--- src/rtl/traffic_sensor.sv ---
`default_nettype none
// ============================================================================
// Module   : traffic_sensor (with per-channel helper traffic_sensor_ch)
// Purpose  : Two independent loop-detector channels (NS = A, EW = B).
//            Each channel synchronises and debounces its raw loop level,
//            counts debounced arrivals into a saturating 4-bit queue, and
//            discharges one queued car per PASS cycles of its own green
//            light. Ta/Tb flag "traffic present" to the light controller.
// Ports    : clk          - system clock, rising edge
//            rst          - asynchronous reset, active low
//            raw_a, raw_b - raw loop levels (async, may bounce)
//            La, Lb [1:0] - light codes: 0 green, 1 yellow, 2/3 red
//            Ta, Tb       - traffic present (registered)
//            cnt_a, cnt_b - queued-car counts [3:0] (registered)
// Params   : DEB  - debounce length in cycles, 2..15
//            PASS - green cycles per discharged car, 2..255
// Revision : 1.0 - initial release
// ============================================================================

module traffic_sensor_ch #(
  parameter int DEB  = 4,
  parameter int PASS = 8
) (
  input  logic       clk,
  input  logic       rst,
  input  logic       i_raw,
  input  logic [1:0] i_light,
  output logic       o_t,
  output logic [3:0] o_cnt
);

  localparam logic [3:0] c_DEB_MAX  = 4'(DEB - 1);
  localparam logic [7:0] c_PASS_MAX = 8'(PASS - 1);

  logic       r_s1;
  logic       r_s2;
  logic       r_deb;
  logic [3:0] r_dc;
  logic [7:0] r_pt;
  logic [3:0] r_cnt;
  logic       r_t;

  logic       w_mismatch;
  logic       w_flip;
  logic       w_arr;
  logic       w_run;
  logic       w_dep;
  logic       w_deb_nxt;
  logic [3:0] w_cnt_nxt;

  // deb only toggles after DEB consecutive mismatching samples of s2
  assign w_mismatch = (r_s2 != r_deb);
  assign w_flip     = w_mismatch && (r_dc == c_DEB_MAX);
  assign w_arr      = w_flip && !r_deb;

  // Pass timer only runs on our own green with something queued
  assign w_run      = (i_light == 2'd0) && (r_cnt != 4'd0);
  assign w_dep      = w_run && (r_pt == c_PASS_MAX);

  always_comb begin
    w_deb_nxt = r_deb ^ w_flip;
    w_cnt_nxt = r_cnt;
    // Simultaneous arrival and departure cancel, even at saturation
    if (w_arr && !w_dep) begin
      if (r_cnt != 4'hF) begin
        w_cnt_nxt = r_cnt + 4'd1;
      end
    end else if (w_dep && !w_arr) begin
      w_cnt_nxt = r_cnt - 4'd1;
    end
  end

  always_ff @(posedge clk or negedge rst) begin
    if (!rst) begin
      r_s1  <= 1'b0;
      r_s2  <= 1'b0;
      r_deb <= 1'b0;
      r_dc  <= 4'd0;
      r_pt  <= 8'd0;
      r_cnt <= 4'd0;
      r_t   <= 1'b0;
    end else begin
      r_s1  <= i_raw;
      r_s2  <= r_s1;
      r_deb <= w_deb_nxt;
      if (!w_mismatch || w_flip) begin
        r_dc <= 4'd0;
      end else begin
        r_dc <= r_dc + 4'd1;
      end
      // Leaving green (or emptying the queue) discards the partial count
      if (w_run && !w_dep) begin
        r_pt <= r_pt + 8'd1;
      end else begin
        r_pt <= 8'd0;
      end
      r_cnt <= w_cnt_nxt;
      // Built from next-state values so T tracks deb/cnt on the same edge
      r_t   <= w_deb_nxt | (w_cnt_nxt != 4'd0);
    end
  end

  assign o_t   = r_t;
  assign o_cnt = r_cnt;

endmodule

module traffic_sensor #(
  parameter int DEB  = 4,
  parameter int PASS = 8
) (
  input  logic       clk,
  input  logic       rst,
  input  logic       raw_a,
  input  logic       raw_b,
  input  logic [1:0] La,
  input  logic [1:0] Lb,
  output logic       Ta,
  output logic       Tb,
  output logic [3:0] cnt_a,
  output logic [3:0] cnt_b
);

  traffic_sensor_ch #(.DEB(DEB), .PASS(PASS)) u_ch_a (
    .clk     (clk),
    .rst     (rst),
    .i_raw   (raw_a),
    .i_light (La),
    .o_t     (Ta),
    .o_cnt   (cnt_a)
  );

  traffic_sensor_ch #(.DEB(DEB), .PASS(PASS)) u_ch_b (
    .clk     (clk),
    .rst     (rst),
    .i_raw   (raw_b),
    .i_light (Lb),
    .o_t     (Tb),
    .o_cnt   (cnt_b)
  );

endmodule

`default_nettype wire

--- config.mk ---
export PLATFORM = sky130hd
export DESIGN_NAME = traffic_sensor
export DESIGN_NICKNAME = d
export VERILOG_FILES = /design/src/rtl/traffic_sensor.sv
export SDC_FILE = /design/constraint.sdc
export NUM_CORES = 1
export LEC_CHECK = 0
export CAP_MARGIN = 20
export CORE_MARGIN = 10
export CORE_UTILIZATION = 53
export CTS_BUF_LIST = sky130_fd_sc_hd__clkbuf_8
export CTS_CLUSTER_SIZE = 20
export DETAILED_ROUTE_END_ITERATION = 12
export HOLD_SLACK_MARGIN = 0.02
export PLACE_DENSITY = 0.77
export RECOVER_POWER = 100
export SETUP_SLACK_MARGIN = 0.1
export SYNTH_ARGS = -nofsm -noshare
export SYNTH_HDL_FRONTEND = slang
export SYNTH_SLANG_ARGS = --single-unit
export TNS_END_PERCENT = 10
--- constraint.sdc ---
create_clock -name clk -period 2.45 [get_ports clk]
set_input_delay 0.6125 -clock clk [delete_from_list [all_inputs] [get_ports clk]]
set_output_delay 0.6125 -clock clk [all_outputs]
set_load 0.01 [all_outputs]
## After elaboration in Yosys (flattened, before gate mapping)

Index checks and enable logic that the tools add are counted.

- Register bits: 40
- Input port bits: 8
- Output and inout bits: 10
- Logic and storage cells: 74

- $add $sub $neg: 8
- Equality and inequality tests: 8
- Muxes and demuxes: 10
- Bitwise gates (word level): 4
- Reduce and logical (&&, ||, !) cells: 30

Operators by type and width:

| operator | number |
|---|---|
| 2-to-1 mux 4 bit | 8 |
| adder 4 x 1 -> 4 bit (second input constant) | 4 |
| adder 8 x 1 -> 8 bit (second input constant) | 2 |
| equality test 8 x 3 -> 1 bit (second input constant) | 2 |
| 2-to-1 mux 8 bit | 2 |
| nonzero test 4 bit | 4 |
| logical AND 1 bit | 14 |
| equality test 4 x 2 -> 1 bit (second input constant) | 2 |
| logical NOT 1 bit | 8 |
| inequality test 4 bit (second input constant) | 2 |
| subtractor 4 x 1 -> 4 bit (second input constant) | 2 |
| logical NOT 2 bit | 2 |
| logical OR 1 bit | 2 |
| inequality test 1 bit | 2 |
| bitwise OR 1 bit | 2 |
| bitwise XOR 1 bit | 2 |

## Logic depth before layout (Yosys ltp)

- Depth after elaboration: 9
- Mapped depth: 9
- Gate-level depth less buffers: 8

## Modules after synthesis

From an unflattened synthesis, not the netlist that was laid out.

- Cells, all modules: 194
- Area, all modules: 2031.9 µm²

By module, submodules not included:

| module | instances | cells an instance | area each (µm²) | sequential area each (µm²) |
|---|---|---|---|---|
| traffic_sensor_ch | 2 | 97 | 1016.0 | 500.5 |

## Worst setup path after synthesis

OpenSTA, ideal clock, no wires.

- Kind: reg2reg
- From: reg u_ch_b.r_cnt[0], in the netlist u_ch_b.o_cnt[0]
- To: reg u_ch_b.r_t, in the netlist u_ch_b.o_t
- Setup time: 0.139 ns
- Data arrival time: 2.223 ns
- Required time: 2.311 ns
- Setup slack: 0.088 ns
- Cell stages (with the launch flop): 10
- Buffers on the path: 1
- Period minus slack after synthesis: 2.362 ns
- Path through: dfrtp_1 inv_1 ha_1 or3b_4 and4_4 buf_6 nor4_2 o21ai_1 o31a_1 or4b_1

- Word-level cells in the longest chain between the ends: 8
- Elaborated cells between the ends (all ways): 14
- Those cells by class: 2 x add/sub; 1 x eq/ne; 3 x mux; 1 x bitwise; 7 x reduce/logical

Ends and longest elaborated chain:

| element | RTL line | source |
|---|---|---|
| from (decl) | 40 | `logic [3:0] r_cnt;` |
| from (signal assigned) | 97 | `r_cnt <= w_cnt_nxt;` |
| branches (longest 5 deep; another with subtractor 4 x 1 -> 4 bit) | -- |  |
| 2-to-1 mux 4 bit (*) | 64 | `if (w_arr && !w_dep) begin` |
| net u_ch_b.w_cnt_nxt[3] | 49 | `logic [3:0] w_cnt_nxt;` |
| nonzero test 4 bit (*) | 99 | `r_t <= w_deb_nxt \| (w_cnt_nxt != 4'd0);` |
| bitwise OR 1 bit (*) | 99 |  |
| to (signal assigned) | 99 |  |
| to (decl) | 41 | `logic r_t;` |

Mark *: on every way through the listed nets, which the timed path passes.

## Final worst setup path

- From: reg u_ch_a.r_dc[0]
- To: reg u_ch_a.r_t, in the netlist u_ch_a.o_t

- Word-level cells in the longest chain between the ends: 9
- Elaborated cells between the ends (all ways): 11
- Those cells by class: 1 x eq/ne; 2 x mux; 2 x bitwise; 6 x reduce/logical

Ends and longest elaborated chain:

| element | RTL line | source |
|---|---|---|
| from (decl) | 38 | `logic [3:0] r_dc;` |
| from (signal assigned) | 89 | `r_dc <= r_dc + 4'd1;` |
| equality test 4 x 2 -> 1 bit (*) | 53 | `assign w_flip = w_mismatch && (r_dc == c_DEB_MAX);` |
| logical AND 1 bit (*) | 53 |  |
| logical AND 1 bit (*) | 54 | `assign w_arr = w_flip && !r_deb;` |
| logical NOT 1 bit | 68 | `end else if (w_dep && !w_arr) begin` |
| logical AND 1 bit | 68 |  |
| 2-to-1 mux 4 bit | 68 |  |
| 2-to-1 mux 4 bit (*) | 64 |  |
| net u_ch_a.w_cnt_nxt[0] | 49 |  |
| nonzero test 4 bit (*) | 99 |  |
| bitwise OR 1 bit (*) | 99 |  |
| to (signal assigned) | 99 |  |
| to (decl) | 41 |  |

Mark *: on every way through the listed nets, which the timed path passes. The rest lies on a longest branch.

==> results.sh <==
export IMPL_maxCapViolations=0
export IMPL_clock_root_buffer="clkbuf_8"
export IMPL_ys_ff_latch=40
export IMPL_hold_end="u_ch_b.r_s2"
export IMPL_drive_gt1_share_pct=21.89
export IMPL_synth_net_count=205
export IMPL_p_leak_nw=1.189
export IMPL_gp_congestion=0.8661
export IMPL_grt_antenna_before_repair=0
export IMPL_io_buffers=17
export IMPL_reg2reg_to="u_ch_a.o_t"
export IMPL_multi_input_area_um2=1036
export IMPL_final_seq_area_um2=1001
export IMPL_clkSlewWorstSetupHoldPaths_ns=0.07
export IMPL_setup_tns_ns=0
export IMPL_finalSetupViolCount=0
export IMPL_grt_pass1_vias=1566
export IMPL_status="completed"
export IMPL_period_share_pct=98.22
export IMPL_cts_buffers=5
export IMPL_max_clock_path_buffers=2
export IMPL_start_util_pct=54.65
export IMPL_num_antenna_cells=0
export IMPL_grt_start_max_net_pins=41
export IMPL_power_density_nw_per_um2=799.7
export IMPL_drc=0
export IMPL_worstPathArrival_ns=2.57
export IMPL_drv_slew=0
export IMPL_wire_per_inst_um=14.61
export IMPL_nets=249
export IMPL_hpwlAfterDp_mm=2.868
export IMPL_reg2reg_from="u_ch_a.r_dc[0]"
export IMPL_wl_mm=4.106
export IMPL_crit_type="reg -> reg"
export IMPL_cts_tree="yes"
export IMPL_dr_pass1_iters=4
export IMPL_hold_viol=0
export IMPL_nFillCells=271
export IMPL_slew_headroom_pct=36.66
export IMPL_max_freq_ghz=0.4156
export IMPL_min_from="u_ch_b.r_s1"
export IMPL_synth_seq_area_share_pct=50.03
export IMPL_cp_required_ns=2.61
export IMPL_worst_pin_slew_ns=0.9501
export IMPL_row_count=22
export IMPL_cp_start_kind="register"
export IMPL_vdd_drop_max_mv=0.5170
export IMPL_h_tree_depth=2
export IMPL_antenna_left=0
export IMPL_grt_pass1_wl_mm=6.810
export IMPL_ios=18
export IMPL_track_usage_pct=13.01
export IMPL_drt_initial_drc_count=64
export IMPL_layout_min_cycle_time_ns=2.406
export IMPL_ff2ff_path_depth=7
export IMPL_die_w_um=81.44
export IMPL_power_mw=2.018
export IMPL_worstPathMaxFanout=5
export IMPL_rrSetupSlack_ns=0.04
export IMPL_worstSetupEndpointType="register"
export IMPL_worst_clock_skew_ns=0.008865
export IMPL_syn_instance_count=189
export IMPL_clk_latency_ns=0.29
export IMPL_rsz0062_at_grt="true"
export IMPL_synth_avg_cell_area_um2=10.59
export IMPL_syn_area_um2=2001
export IMPL_die_h_um=81.44
export IMPL_clock_sinks=40
export IMPL_ys_types=40
export IMPL_hold_path_depth=0
export IMPL_dieArea_um2=6632
export IMPL_synthToLayoutAreaGrowth_pct=26.14
export IMPL_coreArea_um2=3661
export IMPL_vias=1543
export IMPL_vias_per_cell=5.491
export IMPL_grt_overflow=0
export IMPL_synth_warnings=0
export IMPL_hp_class="reg -> reg"
[flip-flops by register name, indices dropped and copies added (netlist names)]
signal and count:
u_ch_b.r_deb 1, u_ch_b.r_pt 8, u_ch_a.o_t 1, u_ch_a.o_cnt 4, u_ch_a.r_pt 8, u_ch_b.r_dc 4, u_ch_a.r_dc 4, u_ch_b.r_s2 1
u_ch_a.r_s2 1, u_ch_b.o_t 1, u_ch_a.r_deb 1, u_ch_b.r_s1 1, u_ch_b.o_cnt 4, u_ch_a.r_s1 1
[per-stage QoR]
| step | instances | setup slack (ns) | util (%) | hold WS, ns | area, um2 |
|---|---|---|---|---|---|
| floorplan | 189 | 0.1055 | - | 0.3169 | 2001 |
| global placement | 261 | -0.06735 | 62.13 | 0.3335 | 2275 |
| detailed placement | 261 | -0.1536 | 62.13 | 0.3347 | 2275 |
| CTS | 274 | 0.09513 | 66.03 | 0.3507 | 2417 |
| global route | 281 | -0.05097 | 68.93 | 0.3564 | 2524 |
| finish | 281 | 0.04371 | 68.93 | 0.3487 | 2524 |
[cell usage after synthesis (all sizes together)]
cell,n,area (um2)
a211oi,2,15.01
xnor2,5,43.79
or3,2,12.51
dfrtp,40,1001
buf,1,11.26
a21o,1,7.510
or2,3,18.77
a21oi,2,10.01
or3b,3,31.28
and3b,2,17.52
nand3,16,80.08
mux2i,3,30.03
o21ai,1,5.000
nor2b,2,12.51
xor2,14,122.6
or4b,1,10.01
nor4,3,37.54
a22o,1,8.760
o21a,1,7.510
o21bai,1,7.510
nor2,24,90.09
a31oi,2,12.51
nor3b,3,33.78
nor3,5,25.02
nand2,11,41.29
mux2,1,11.26
and2,3,18.77
nand4b,1,8.760
and3,13,81.33
and4,1,11.26
o31a,2,17.52
inv,7,26.28
o22ai,1,6.260
or4,1,7.510
nand4,2,18.77
ha,8,100.1
[routing by layer]
| layer | vias to the layer above | routed length [um] | global-route usage, % |
|---|---|---|---|
| met5 | - | 0 | 0 |
| met4 | 0 | 65 | 4.671 |
| met3 | 9 | 231 | 4.694 |
| met2 | 27 | 2090 | 23.14 |
| met1 | 759 | 1718 | 13.86 |
| li1 | 748 | - | - |
[repair_timing]
action	4_1_cts	5_1_grt
endpoints found under the setup margin	2	2
hold buffers	0	0
gates cloned	0	0
setup buffers	6	7
pin swaps	3	6
resized for setup	6	10
[worst max path at each step]
stage / startpoint / end / slack [ns] / cells past startpoint
final: u_ch_a.r_dc[0] / u_ch_a.o_t / 0.04 / 7
after global routing: u_ch_a.o_cnt[0] / u_ch_a.o_t / -0.05 / 8
after floorplan: u_ch_b.o_cnt[0] / u_ch_b.o_t / 0.11 / 9
after CTS: u_ch_a.r_dc[0] / u_ch_a.o_t / 0.1 / 7
after global placement: La[1] / u_ch_a.o_t / -0.07 / 7
after detailed placement: La[1] / u_ch_a.o_t / -0.15 / 7
[logic make-up after synthesis]
kind of cell | share of synthesized area [%]
and+or+nand+nor | 27.83
DFF | 50.03
xor gates and xnor gates | 8.318
AOI/OAI and AO/OA | 4.878
buffers and inverters | 1.876
adders and majority gates | 5.003
muxes | 2.064
[worst max-delay path: stages (launching register included)]
cell     delay (ns)
dfrtp_1        0.37
ha_2           0.19
or3b_4         0.40
nor3b_4        0.27
mux2i_1        0.13
xnor2_1        0.16
or2_4          0.24
or4_4          0.53
[power breakdown]
| part | leakage [nW] | internal, mW | total, mW | switching [mW] |
|---|---|---|---|---|
| logic | 0.630 | 0.400 | 0.746 | 0.346 |
| clock network | 0.0452 | 0.189 | 0.399 | 0.210 |
| registers | 0.514 | 0.770 | 0.873 | 0.104 |
| total | 1.19 | 1.36 | 2.02 | 0.659 |
[layout make-up]
type	instances	area share, %
Multi-Input combinational cell	141	41.05
Sequential cell	40	39.66
Timing Repair Buffer	38	12.79
Clock buffer	5	2.727
Tap cell	48	2.380
Inverter	7	1.041
Clock inverter	2	0.3471
[cell usage in the layout, fill, tap and decap left out, types with 3 or more instances in the layout]
| master | synthesis | layout |
|---|---|---|
| xnor2_1 | 5 | 5 |
| clkdlybuf4s50_1 | 0 | 14 |
| inv_1 | 7 | 6 |
| ha_1 | 8 | 6 |
| dfrtp_1 | 40 | 40 |
| and2_1 | 3 | 3 |
| clkbuf_8 | 0 | 5 |
| xor2_1 | 14 | 14 |
| mux2i_1 | 3 | 3 |
| nand2_1 | 11 | 11 |
| or3b_4 | 2 | 3 |
| nor3_1 | 5 | 3 |
| nor2_1 | 24 | 23 |
| buf_4 | 0 | 20 |
| and3_1 | 13 | 12 |
| nand3_1 | 16 | 15 |
Note: power is estimated with default switching activity, not from simulation.
